### src/rtl/debug_info_capture_pkg.sv
// Shared debug-overlay types and sizes, consumed by the capture block and by visuMon.
package visuMon_pkg;

  localparam int DEBUG_DEPTH = 4;
  localparam int DEBUG_CNT_W = 16;

  typedef struct packed {
    logic        valid;
    logic [15:0] addr;
    logic [7:0]  data;
    logic        rw;
  } debugEntry;

  typedef struct packed {
    debugEntry [DEBUG_DEPTH-1:0] entry;
    logic [DEBUG_CNT_W-1:0]      accessCount;
    logic [7:0]                  frameCount;
    logic                        bpHit;
  } debugInfo;

  function automatic logic [DEBUG_CNT_W-1:0] sat_inc(input logic [DEBUG_CNT_W-1:0] v);
    return (v == '1) ? v : v + DEBUG_CNT_W'(1);
  endfunction

endpackage

### src/rtl/debug_info_capture_if.sv
// Bus tap from the GM64 core into the debug capture block.
interface debug_info_capture_if;
  logic        i_cs;
  logic        i_busValid;
  logic [15:0] i_addr;
  logic [7:0]  i_data;
  logic        i_rw;

  modport master (output i_cs, i_busValid, i_addr, i_data, i_rw);
  modport slave  (input  i_cs, i_busValid, i_addr, i_data, i_rw);
endinterface

### src/rtl/debug_info_capture_ring_buffer.sv
// Circular store of the most recent bus accesses; readout is ordered newest first.
// DEPTH must be a power of two so the pointer wraps naturally.
module debug_ring_buffer
  import visuMon_pkg::*;
#(
  parameter int DEPTH = DEBUG_DEPTH
) (
  input  logic      clk_i,
  input  logic      rst_i,
  input  logic      wr_en_i,
  input  debugEntry wr_entry_i,
  output debugEntry rd_entries_o [DEPTH]
);

  localparam int PTR_W = (DEPTH > 1) ? $clog2(DEPTH) : 1;

  debugEntry        ring_q [DEPTH];
  logic [PTR_W-1:0] wr_ptr_q;

  always_ff @(posedge clk_i or posedge rst_i) begin
    if (rst_i) begin
      wr_ptr_q <= '0;
      for (int i = 0; i < DEPTH; i++) begin
        ring_q[i] <= '0;
      end
    end else if (wr_en_i) begin
      ring_q[wr_ptr_q] <= wr_entry_i;
      wr_ptr_q         <= wr_ptr_q + PTR_W'(1);
    end
  end

  // Slot wr_ptr-1 holds the newest entry; older ones follow backwards.
  always_comb begin
    for (int i = 0; i < DEPTH; i++) begin
      rd_entries_o[i] = ring_q[wr_ptr_q - PTR_W'(i + 1)];
    end
  end

endmodule

### src/rtl/debug_info_capture.sv
// Samples CPU bus accesses and publishes a frame-stable debugInfo snapshot at each vsync fall.
// Optional breakpoint stop is enabled by defining VISUMON_BREAKPOINT_EN.
module debug_info_capture
  import visuMon_pkg::*;
#(
  parameter int DEPTH = DEBUG_DEPTH,
  parameter int CNT_W = DEBUG_CNT_W
) (
  input  logic                 i_clk25Mhz,
  input  logic                 i_reset,
  debug_info_capture_if.slave  bus,
  input  logic                 i_vsync,
  input  logic                 i_freeze,
`ifdef VISUMON_BREAKPOINT_EN
  input  logic [15:0]          i_bpAddr,
  input  logic                 i_bpArm,
  output logic                 o_bpHit,
`endif
  output debugInfo             o_debugInfo,
  output logic                 o_snapshotValid
);

  logic             vsync_q;
  logic             frame_edge;
  logic             bus_acc;
  logic             capture;
  logic             freeze_eff;
  logic             bp_bit;
  logic [CNT_W-1:0] live_cnt_q, live_cnt_d;
  debugInfo         snap_q, snap_d;
  logic             snap_vld_q, snap_vld_d;
  debugEntry        wr_entry;
  debugEntry        ring_view [DEPTH];

  assign frame_edge = vsync_q & ~i_vsync;
  assign bus_acc    = bus.i_busValid & bus.i_cs;

`ifdef VISUMON_BREAKPOINT_EN
  logic bp_hit_q, bp_hit_d;
  logic bp_frz_q, bp_frz_d;

  // The hit stops ring writes at once, but the snapshot freeze only starts
  // after the next frame edge so the trace up to the hit gets published.
  always_comb begin
    bp_hit_d = bp_hit_q;
    bp_frz_d = bp_frz_q;
    if (!i_bpArm) begin
      bp_hit_d = 1'b0;
      bp_frz_d = 1'b0;
    end else begin
      if (bus_acc && !bp_hit_q && (bus.i_addr == i_bpAddr)) begin
        bp_hit_d = 1'b1;
      end
      if (bp_hit_q && frame_edge) begin
        bp_frz_d = 1'b1;
      end
    end
  end

  always_ff @(posedge i_clk25Mhz or posedge i_reset) begin
    if (i_reset) begin
      bp_hit_q <= 1'b0;
      bp_frz_q <= 1'b0;
    end else begin
      bp_hit_q <= bp_hit_d;
      bp_frz_q <= bp_frz_d;
    end
  end

  assign capture    = bus_acc & ~bp_hit_q;
  assign freeze_eff = i_freeze | bp_frz_q;
  assign bp_bit     = bp_hit_q;
  assign o_bpHit    = bp_hit_q;
`else
  assign capture    = bus_acc;
  assign freeze_eff = i_freeze;
  assign bp_bit     = 1'b0;
`endif

  always_comb begin
    wr_entry       = '0;
    wr_entry.valid = 1'b1;
    wr_entry.addr  = bus.i_addr;
    wr_entry.data  = bus.i_data;
    wr_entry.rw    = bus.i_rw;
  end

  debug_ring_buffer #(
    .DEPTH(DEPTH)
  ) u_ring (
    .clk_i       (i_clk25Mhz),
    .rst_i       (i_reset),
    .wr_en_i     (capture),
    .wr_entry_i  (wr_entry),
    .rd_entries_o(ring_view)
  );

  // An access landing on the edge cycle belongs to the new frame.
  always_comb begin
    live_cnt_d = live_cnt_q;
    if (frame_edge) begin
      live_cnt_d = capture ? CNT_W'(1) : '0;
    end else if (capture) begin
      live_cnt_d = sat_inc(live_cnt_q);
    end
  end

  always_comb begin
    snap_d     = snap_q;
    snap_vld_d = snap_vld_q;
    if (frame_edge && !freeze_eff) begin
      for (int i = 0; i < DEPTH; i++) begin
        snap_d.entry[i] = ring_view[i];
      end
      snap_d.accessCount = live_cnt_q;
      snap_d.frameCount  = snap_q.frameCount + 8'd1;
      snap_d.bpHit       = 1'b0;
      snap_vld_d         = 1'b1;
    end
  end

  always_ff @(posedge i_clk25Mhz or posedge i_reset) begin
    if (i_reset) begin
      vsync_q    <= 1'b1;
      live_cnt_q <= '0;
      snap_q     <= '0;
      snap_vld_q <= 1'b0;
    end else begin
      vsync_q    <= i_vsync;
      live_cnt_q <= live_cnt_d;
      snap_q     <= snap_d;
      snap_vld_q <= snap_vld_d;
    end
  end

  always_comb begin
    o_debugInfo       = snap_q;
    o_debugInfo.bpHit = bp_bit;
  end

  assign o_snapshotValid = snap_vld_q;

endmodule

### src/flat_wrapper.sv
// flat-port wrapper written by rule: the top's interface ports become plain ports
module debug_info_capture_flat import visuMon_pkg::*;
#(
  parameter int DEPTH = DEBUG_DEPTH,
  parameter int CNT_W = DEBUG_CNT_W
)
  (i_clk25Mhz, i_reset, i_vsync, i_freeze, o_debugInfo, o_snapshotValid, bus_i_cs, bus_i_busValid, bus_i_addr, bus_i_data, bus_i_rw);
  debug_info_capture_if bus_i ();
  input  logic i_clk25Mhz;
  input  logic i_reset;
  input  logic i_vsync;
  input  logic i_freeze;
  output debugInfo o_debugInfo;
  output logic o_snapshotValid;
  input wire logic [$bits(bus_i.i_cs)-1:0] bus_i_cs;
  input wire logic [$bits(bus_i.i_busValid)-1:0] bus_i_busValid;
  input wire logic [$bits(bus_i.i_addr)-1:0] bus_i_addr;
  input wire logic [$bits(bus_i.i_data)-1:0] bus_i_data;
  input wire logic [$bits(bus_i.i_rw)-1:0] bus_i_rw;
  assign bus_i.i_cs = bus_i_cs;
  assign bus_i.i_busValid = bus_i_busValid;
  assign bus_i.i_addr = bus_i_addr;
  assign bus_i.i_data = bus_i_data;
  assign bus_i.i_rw = bus_i_rw;
  debug_info_capture #(.DEPTH(DEPTH), .CNT_W(CNT_W)) u_core (.i_clk25Mhz(i_clk25Mhz), .i_reset(i_reset), .bus(bus_i), .i_vsync(i_vsync), .i_freeze(i_freeze), .o_debugInfo(o_debugInfo), .o_snapshotValid(o_snapshotValid));
endmodule
### config.mk
export PLATFORM = sky130hd
export DESIGN_NAME = debug_info_capture_flat
export DESIGN_NICKNAME = d
export VERILOG_FILES = /design/src/rtl/debug_info_capture_pkg.sv /design/src/rtl/debug_info_capture_if.sv /design/src/rtl/debug_info_capture_ring_buffer.sv /design/src/rtl/debug_info_capture.sv /design/src/flat_wrapper.sv
export SDC_FILE = /design/constraint.sdc
export NUM_CORES = 1
export LEC_CHECK = 0
export ABC_AREA = 1
export BUFFER_PORTS_ARGS = -buffer_cell sky130_fd_sc_hd__buf_2
export CAP_MARGIN = 10
export CELL_PAD_IN_SITES_DETAIL_PLACEMENT = 0
export CELL_PAD_IN_SITES_GLOBAL_PLACEMENT = 1
export CORE_MARGIN = 3
export CORE_UTILIZATION = 47
export DETAILED_ROUTE_END_ITERATION = 10
export GPL_TIMING_DRIVEN = 0
export HOLD_SLACK_MARGIN = 0.05
export PLACE_DENSITY_LB_ADDON = 0.1
export REMOVE_ABC_BUFFERS = 1
export SLEW_MARGIN = 30
export SYNTH_ARGS = -nofsm -noshare
export SYNTH_HDL_FRONTEND = slang
export SYNTH_SLANG_ARGS = --single-unit
### constraint.sdc
create_clock -name i_clk25Mhz -period 28.5 [get_ports i_clk25Mhz]
set_input_delay 8.55 -clock i_clk25Mhz [delete_from_list [all_inputs] [get_ports i_clk25Mhz]]
set_output_delay 8.55 -clock i_clk25Mhz [all_outputs]
set_load 0.02 [all_outputs]
==> reports/qor.txt <==
Placer Congestion - 0.763
detail-routed via count per cell - 5.03
number of violations reported at the end of detailed-routing iteration 0 - 474
sequential share of power - 35.5%
via count of the first global-routing pass - 8952
post-layout util - 57.7%
FF/Latch Area - 0.00631 mm^2
Relative slew margins - 53.4%
Crit path arrival time - 1130 ps
die area - 0.0271 mm^2
net switching share of the total power - 40.6%
switching component of the power - 0.689 mW
relative contribution of combinational cells to total power - 41.0%
total routing resource utilization after global routing - 20.9%
antenna violations before repair - 0
first-pass GRT wire length - 46100 um
Slew Viols, Final - 0
clock input transition at the sequential cells of the worst setup and hold paths - 60 ps
CTS H-Tree Depth - 1
Worst Tran Pin Value - 698 ps
quantity of gates resized following cts - 0
sum of negative setup slack - 0 ps
Max VDD drop - 0.0561 mV
total I/O pin count - 161
gr ovfl total - 0
half-perimeter wire length after detailed placement - 18100 um
number of buffers on the longest clock path - 3
leakage power - 7.65 nW
clk_skew - 7.41 ps
wire length after detailed routing - 28200 um
Min-Delay Startpoint - u_core.o_snapshotValid
setup repair after global routing missed its margin - no
gate family responsible for the most delay along the worst path - flip-flops
Post-CTS Setup Repair Bufs - 0
run status - finished, final reports clean
total clock buffers created by CTS - 28
crit path time final - 9680 ps
final period utilization - 34.0%
worst reg2reg path depth - 7
delay of the slowest cell on the worst path - 410 ps
Mapped Cells - 1400
critical path launch point type - flip-flop
total inserted antenna cells - 0
most used standard cell by instance count after synthesis - sky130_fd_sc_hd__nand2_1
layout cells sized above 1 - 16.3%
worst setup path startpoint - u_core.o_debugInfo[3]
number of placement rows - 57
Synth Cell Area - 0.0118 mm^2
Reg-to-Reg Start - u_core.u_ring.wr_ptr_q[1]
critical path peak fanout - 4
mean routed wirelength per cell - 15.1 um
CP endpoint kind - output pin
Final Hold Vio Count - 0
number of setup violations in the final report - 0
post-route standard cell area excluding fillers - 0.0142 mm^2
router iterations before antenna repair - 5
critical path's slowest cell - sky130_fd_sc_hd__dfrtp_1
sequential element share of the synthesized area - 53.3%
hold-fix buffer count after cts - 0
count of max-cap constraint violations - 0
number of buffers added on ports - 159
cells along the critical path - buf_2
via count - 9396
Area contributors post-synth - sky130_fd_sc_hd__dfrtp_1 53%, sky130_fd_sc_hd__nand2_1 19%, sky130_fd_sc_hd__mux2i_1 8.5%
area inside the core boundary - 0.0245 mm^2
final net count - 1559
synthesized flop and latch total - 252
die span in y - 165 um
number of nets with antenna violations after detailed routing - 0
depth of the critical timing path with buffers and inverters included - 1
power per unit of standard cell area - 120 mW/mm^2
DR DRC count - 0
Distinct cells, synth - 29
most frequent cells after synthesis - 602 x sky130_fd_sc_hd__nand2_1, 251 x sky130_fd_sc_hd__dfrtp_1, 125 x sky130_fd_sc_hd__o21ai_0
mean post-synth cell area - 8.45 um^2
top cell type's share of synthesized area - 53.1%
Clock Tree Root - sky130_fd_sc_hd__clkbuf_16
Synth warnings - 0
dominant cell type by area after synthesis - sky130_fd_sc_hd__dfrtp_1
flip-flop cell with the highest count after synthesis - sky130_fd_sc_hd__dfrtp_1
maximum number of pins on one net before global-route repair - 79
Internal - 1.01 mW
Die Wd - 165 um
worst setup slack after placement - 18280 ps
number of enable-type register cells in the synthesized netlist - 0
CTS tree - done
Async S/R FF share, synth - 100%
area of placed instances - 0.0131 mm^2
WHS Path Cells - 1
initial core utilization - 48.2%
Worst-Skew Late Latency - 530 ps
post-layout worst setup margin - 18820 ps
worst min path class - reg2reg
Worst Path Required - 19950 ps
hold_ws - 463 ps
sink count of the clock tree - 252
class of the most critical setup path - reg2out
filler cell count in the final layout - 2308
buffers plus inverters on the worst setup path - 1
area of the multi-input gates - 0.00499 mm^2
peak clock frequency supported by timing - 103 MHz
area growth from synthesis to layout - 19.7%
clock group share of total power - 23.5%
## flip-flops by register name, summed over array words and instances, names as in the netlist
signal / count
u_core.live_cnt_q: 16
u_core.vsync_q: 1
u_core.u_ring.wr_ptr_q: 2
u_core.o_snapshotValid: 1
u_core.o_debugInfo: 128
u_core.u_ring.ring_q: 104
## cells in the final DEF, fill, tap and decap left out, types with 2 or more instances in the layout
cell | Yosys | routed
sky130_fd_sc_hd__mux2i_1 | 100 | 100
sky130_fd_sc_hd__clkbuf_8 | 0 | 9
sky130_fd_sc_hd__buf_12 | 0 | 7
sky130_fd_sc_hd__nor2_1 | 21 | 21
sky130_fd_sc_hd__nand2_2 | 4 | 6
sky130_fd_sc_hd__inv_2 | 5 | 3
sky130_fd_sc_hd__dfrtp_4 | 0 | 2
sky130_fd_sc_hd__o21ai_1 | 4 | 4
sky130_fd_sc_hd__nand4_1 | 7 | 7
sky130_fd_sc_hd__clkinv_2 | 0 | 5
sky130_fd_sc_hd__nand3_1 | 108 | 108
sky130_fd_sc_hd__o22a_1 | 4 | 4
sky130_fd_sc_hd__nand2_4 | 0 | 3
sky130_fd_sc_hd__clkbuf_16 | 0 | 29
sky130_fd_sc_hd__clkbuf_1 | 47 | 3
sky130_fd_sc_hd__inv_1 | 50 | 49
sky130_fd_sc_hd__buf_16 | 0 | 9
sky130_fd_sc_hd__o21ai_0 | 125 | 125
sky130_fd_sc_hd__nand3_2 | 3 | 3
sky130_fd_sc_hd__o21ai_2 | 2 | 2
sky130_fd_sc_hd__nor2_4 | 2 | 2
sky130_fd_sc_hd__xnor2_1 | 5 | 5
sky130_fd_sc_hd__dfrtp_1 | 251 | 249
sky130_fd_sc_hd__ha_1 | 6 | 5
sky130_fd_sc_hd__buf_2 | 17 | 159
sky130_fd_sc_hd__xor2_1 | 12 | 12
sky130_fd_sc_hd__nand2_1 | 602 | 597
sky130_fd_sc_hd__inv_4 | 0 | 2
sky130_fd_sc_hd__bufinv_16 | 0 | 5
## power by group through the flow
stage | Combinational, mW | Sequential, mW | Clock (mW)
3_5_place_dp | 0.701 | 0.606 | 0
3_3_place_gp | 0.667 | 0.639 | 0
5_1_grt | 0.782 | 0.621 | 0.424
6_report | 0.696 | 0.602 | 0.399
2_1_floorplan | 0.395 | 0.701 | 0
4_1_cts | 0.705 | 0.602 | 0.407
## cell families after synthesis
kind of cell	after synthesis	synth area share, %
adders and majority gates	6	0.635
buffers and inverters	138	4.78
AOI/OAI and AO/OA	136	5.97
and+or+nand+nor	750	25.5
other	1	0.0317
DFF	252	53.3
muxes	100	8.46
xor gates and xnor gates	17	1.26
## through the flow
stage	power (mW)	cells
after detailed placement	1.31	1816
after global routing	1.83	1868
after floorplan	1.10	1317
final	1.70	1868
after CTS	1.71	1868
after global placement	1.31	1800
## per-layer routing
metal | vias up | GRT usage, % | part of all wire, %
met5 | - | 0 | 0
li1 | 4748 | - | -
met4 | 0 | 4.27 | 1.9
met2 | 193 | 35.3 | 47
met1 | 4423 | 28.7 | 46
met3 | 32 | 3.24 | 5.0
## layout make-up
cell class	count	area share (%)
Timing Repair Buffer	175	8.36
Multi-Input combinational cell	1010	35.3
Tap cell	324	2.86
Clock inverter	11	1.29
Inverter	55	1.55
Sequential cell	252	44.6
Clock buffer	41	6.08
## path summary, 6_finish.rpt
check / end / slack (ps)
worst max-delay path: o_debugInfo[3] / 18820
min in group asynchronous: u_core.o_debugInfo[58] / 8010
max in group asynchronous: u_core.o_debugInfo[46] / 19780
worst min register to register: u_core.o_snapshotValid / 460
worst max register to register: u_core.o_debugInfo[102] / 25540
worst min-delay path: u_core.o_snapshotValid / 460
No activity file was read; power rests on OpenSTA's default activity.
